===== src/rtl/sad_result_bram_writer.sv =====
// ============================================================================
// sad_result_bram_writer : packs SAD disparity bytes four per word into BRAM
// Optional: SAD_WR_BOUND_CHECK_EN suppresses writes past MAX_WORDS
// Revision: 1.0
// ============================================================================
`default_nettype none

module sad_result_bram_writer #(
  parameter int unsigned MAX_WORDS = 19200,
  parameter int unsigned WCNT_W    = 16
) (
  input  logic              axi_clk,
  input  logic              axi_rst,
  input  logic [31:0]       base_addr,
  input  logic              start,
  input  logic [7:0]        in_data,
  input  logic              in_valid,
  input  logic              in_last,
  output logic              in_ready,
  output logic              busy,
  output logic              frame_done,
  output logic [WCNT_W-1:0] words_written,
  output logic              overflow,
  output logic [31:0]       addr_BRAM,
  output logic              clk_BRAM,
  output logic [31:0]       dout_BRAM,
  output logic              en_BRAM,
  output logic [3:0]        we_BRAM,
  output logic              rst_BRAM
);

  localparam logic [1:0] S_IDLE  = 2'd0;
  localparam logic [1:0] S_PACK  = 2'd1;
  localparam logic [1:0] S_WRITE = 2'd2;
  localparam logic [1:0] S_DONE  = 2'd3;

  logic [1:0]  state;
  logic [31:0] ptr;
  logic [1:0]  lane;
  logic [31:0] word;
  logic [3:0]  mask;
  logic        last_pending;
  logic [31:0] word_nxt;
  logic [3:0]  mask_nxt;
  logic        accept;
  logic        suppress;

  assign accept     = (state == S_PACK) && in_valid;
  assign in_ready   = (state == S_PACK);
  assign busy       = (state != S_IDLE);
  assign frame_done = (state == S_DONE);
  assign clk_BRAM   = axi_clk;
  assign rst_BRAM   = ~axi_rst;

  always_comb begin
    word_nxt = word;
    word_nxt[{lane, 3'b000} +: 8] = in_data;
    mask_nxt = mask | (4'b0001 << lane);
  end

`ifdef SAD_WR_BOUND_CHECK_EN
  // The word about to be written has index words_written within the frame.
  assign suppress = (32'(words_written) >= MAX_WORDS);
`else
  logic unused_max;
  assign unused_max = |MAX_WORDS;
  assign suppress   = 1'b0;
`endif

  always_ff @(posedge axi_clk) begin
    if (!axi_rst) begin
      state         <= S_IDLE;
      ptr           <= '0;
      lane          <= '0;
      word          <= '0;
      mask          <= '0;
      last_pending  <= 1'b0;
      words_written <= '0;
      overflow      <= 1'b0;
      addr_BRAM     <= '0;
      dout_BRAM     <= '0;
      en_BRAM       <= 1'b0;
      we_BRAM       <= '0;
    end else begin
      case (state)
        S_IDLE: begin
          if (start) begin
            ptr           <= base_addr;
            lane          <= '0;
            word          <= '0;
            mask          <= '0;
            last_pending  <= 1'b0;
            words_written <= '0;
            overflow      <= 1'b0;
            state         <= S_PACK;
          end
        end
        S_PACK: begin
          if (accept) begin
            if (lane == 2'd3 || in_last) begin
              // BRAM port is loaded on the accepting edge so the write is
              // presented for exactly the WRITE cycle.
              addr_BRAM    <= ptr;
              dout_BRAM    <= word_nxt;
              en_BRAM      <= ~suppress;
              we_BRAM      <= suppress ? 4'b0000 : mask_nxt;
              overflow     <= overflow | suppress;
              last_pending <= in_last;
              state        <= S_WRITE;
            end else begin
              word <= word_nxt;
              mask <= mask_nxt;
              lane <= lane + 2'd1;
            end
          end
        end
        S_WRITE: begin
          en_BRAM       <= 1'b0;
          we_BRAM       <= '0;
          ptr           <= ptr + 32'd4;
          words_written <= words_written + 1'b1;
          lane          <= '0;
          word          <= '0;
          mask          <= '0;
          state         <= last_pending ? S_DONE : S_PACK;
        end
        S_DONE: begin
          state <= S_IDLE;
        end
        default: begin
          state <= S_IDLE;
        end
      endcase
    end
  end

endmodule

`default_nettype wire


===== config.mk =====
export PLATFORM = sky130hd
export DESIGN_NAME = sad_result_bram_writer
export DESIGN_NICKNAME = d
export VERILOG_FILES = /design/src/rtl/sad_result_bram_writer.sv
export SDC_FILE = /design/constraint.sdc
export NUM_CORES = 1
export LEC_CHECK = 0
export CAP_MARGIN = 5
export CORE_MARGIN = 3
export CORE_UTILIZATION = 50
export DETAILED_ROUTE_END_ITERATION = 8
export PLACE_DENSITY = 0.77
export SYNTH_ARGS = -nofsm -noshare
export SYNTH_HDL_FRONTEND = slang
export SYNTH_SLANG_ARGS = --single-unit
export TNS_END_PERCENT = 1

===== constraint.sdc =====
create_clock -name axi_clk -period 2.7 [get_ports axi_clk]
set_clock_uncertainty 0.2 [all_clocks]
set_input_delay 0.54 -clock axi_clk [delete_from_list [all_inputs] [get_ports axi_clk]]
set_output_delay 0.54 -clock axi_clk [all_outputs]
set_load 0.02 [all_outputs]

==> results of run 1 <==
[power by group through the flow]
stage               Clock (mW)  Combinational (mW)  Sequential, mW
global placement        0.0497               0.882            2.59
floorplan               0.0433               0.494            2.61
detailed placement      0.0497               0.890            2.59
CTS                       2.79               0.896            2.54
global route              2.90               0.981            2.55
finish                    2.77               0.903            2.54
[through the flow]
step           setup WS (ps)  instances  power (mW)
5_1_grt                 5.46       1205        6.44
3_3_place_gp            70.0       1170        3.52
2_1_floorplan            191        883        3.14
3_5_place_dp           -14.1       1170        3.53
6_report                 118       1205        6.21
4_1_cts                 99.8       1205        6.23
[path summary, 6_finish.rpt]
kind / from / endpoint
max: state[0] / busy
min reg2reg: mask[3] / mask[3]
max reg2reg: ptr[2] / ptr[24]
min: mask[3] / mask[3]
[repair_timing]
action | in CTS | in global routing
hold endpoints to repair | 0 | 0
resized for setup | 4 | 1
hold buffers | 0 | 0
setup endpoints to repair | 3 | 4
[placed cells by master (no fill, tap or decap), types with 4 or more instances in the layout]
master / n
dfxtp_1: 158
clkdlybuf4s50_1: 131
nand2_1: 118
a21oi_1: 107
nor2_1: 104
buf_4: 40
a211oi_1: 35
nor2b_1: 30
a2bb2oi_1: 24
nand3_1: 21
o21ai_0: 21
clkbuf_16: 21
nor3_1: 18
and3_1: 15
inv_1: 14
nand4_1: 14
ha_1: 12
or3_1: 11
a32oi_1: 9
o22ai_1: 9
nor4_1: 7
xnor2_1: 6
a22oi_1: 6
mux2i_1: 6
xor2_1: 5
and2_1: 5
o211ai_1: 5
a31oi_1: 5
o2111ai_1: 4
clkinvlp_4: 4
[state kept, by name (all words and copies together), names as in the netlist]
signal         flops
mask               4
ptr               32
state              2
dout_BRAM         32
en_BRAM            1
addr_BRAM         32
words_written     16
we_BRAM            4
lane               2
word              32
last_pending       1
[worst max-delay path, stage by stage (launching register included)]
cell and delay (ps):
dfxtp_1 410, inv_1 120, ha_1 320, inv_1 110, dlygate4sd2_1 340
[layer usage]
layer  track usage (%)  vias up  share of wire [%]
li1                  -     3421                  -
met1              35.0     3251                 46
met2              39.4      241                 46
met3              6.82       21                6.9
met4              5.93        0                1.1
met5                 0        -                  0
[kinds of logic after synthesis]
logic type      after synthesis  synth area share (%)
mux                           9                  1.30
other cells                   1                0.0527
fa+ha+maj                    13                  2.29
buf+inv                      82                  4.49
flops                       158                  44.5
simple gates                364                  23.9
xor+xnor                     11                  1.35
compound gates              245                  22.2
[cell type report]
cell class	instances	area, µm²
clock buffers	23	533
inverters	16	62.6
multi-input cells	643	3650
well taps	176	220
repair buffers	176	1690
clock inverters	13	165
flip-flops and latches	158	3160
fillers	1131	4080
==> impl_results.md, run 1 <==
* Fmax at 387 MHz
* CP Launch Type: flop
* Proportion of layout cells with a drive suffix above 1 at under 10%
* Detail Placement HPWL at 13.4 mm
* Crit Path Class: flop to output port
* Slew HR at 54.2%
* Register share of total power at 40.9%
* Max-slew violations at 0
* Post-synth EDFFs at 0
* MaxCap Viol Count at 0
* Area of placed instances at 8790 µm²
* Status: complete, no violations
* CP endpoint kind: output port
* Ant. Diodes at 0
* WL/cell at 16.5 µm
* GP Congestion at 0.871
* Largest net degree at the start of global routing at 133
* Fin util at around 70%
* Post-synth top area share at approximately 44%
* 1st-iter DRT viols at 637
* Req. time, crit path at around 2000 ps
* Max FO, Critical Path at 7
* Synth top area cells: dfxtp_1 44%, a21oi_1 7.5%, nand2_1 6.2%
* Final setup fails at 0
* Slack of the worst reg-to-reg path at 170 ps
* Die height at 125 µm
* GR Overflow Total at 0
* Share of total power in combinational logic at 14.5%
* First-pass GRT wire length at 32.5 mm
* Cell count after synthesis at roughly 880
* Synth Area per Inst at 8.05 µm²
* Fin nets at 1074
* Number of synthesized register bits at 158
* DRC Markers at 0
* Post-synthesis sequential area ratio at 44.5%
* Detailed Route WL at 19.9 mm
* Hold Crit Depth at 2
* Vias in the first global route at 6436
* Internal power of the cells at 4.53 mW
* Cell area after layout at 9480 µm²
* Slew @ Worst Pin at slightly below 700 ps
* Synth warn at 0
* Post-route ant nets at 0
* Final Hold Violating Endpoints at 0
* Mapped Area at 7110 µm²
* Top-count cell post-synth: dfxtp_1
* Worst skew pair latency at 540 ps
* Setup TNS at 0 ps
* Pre-antenna DRT Iters at 5
* Port buffer count at between 100 and 150
* CTS tree: done
* RSZ-0062 raised after global routing: false
* Initial antenna violation count at 0
* Die area at about 16000 µm²
* Main flop type after synthesis: dfxtp_1
* Sw Ratio at 27.2%
* Reg2Reg Depth at 7
* P_sw at 1.69 mW
* Row Count at 42
* GRT Total Usage at 25.2%
* WHS at around 250 ps
* Routed vias/inst at between 5 and 6
* Distinct cells, synth at between 60 and 70
* Worst Hold Class: flop to flop
* Initial core utilization at 52.4%
* Fin crit share at between 90 and 100%
* Setup Buffers After CTS at 0
* Syn Nets at 941
* PD cells at 655 nW/µm²
* Critical Path AT at 1840 ps
* Vias at 6934
* Post-synth ARST share at 0%
* DIE WIDTH at 125 µm
* Number of top-level pins at 136
* Synth area leader: dfxtp_1
* Leakage at ~3.3 nW
* Reg clk slew, reported paths at 70 ps
* Area Growth Syn to Fin at 33.3%
* Max rail drop VDD at 0.000470 V
* Clock share of power at between 40% and 50%
* Post-synth top cells: 158 x dfxtp_1, 118 x nand2_1, 107 x a21oi_1, 105 x nor2_1, 54 x clkbuf_1
* Final min period at 2580 ps
* Core area at approximately 14000 µm²
(Power assumes the default switching activity.)
==> run 2: changes to the inputs <==
- CAP_MARGIN: 5 -> 20
==> results of run 2 <==
The final DEF is identical to that of run 1; final timing and power are the same.
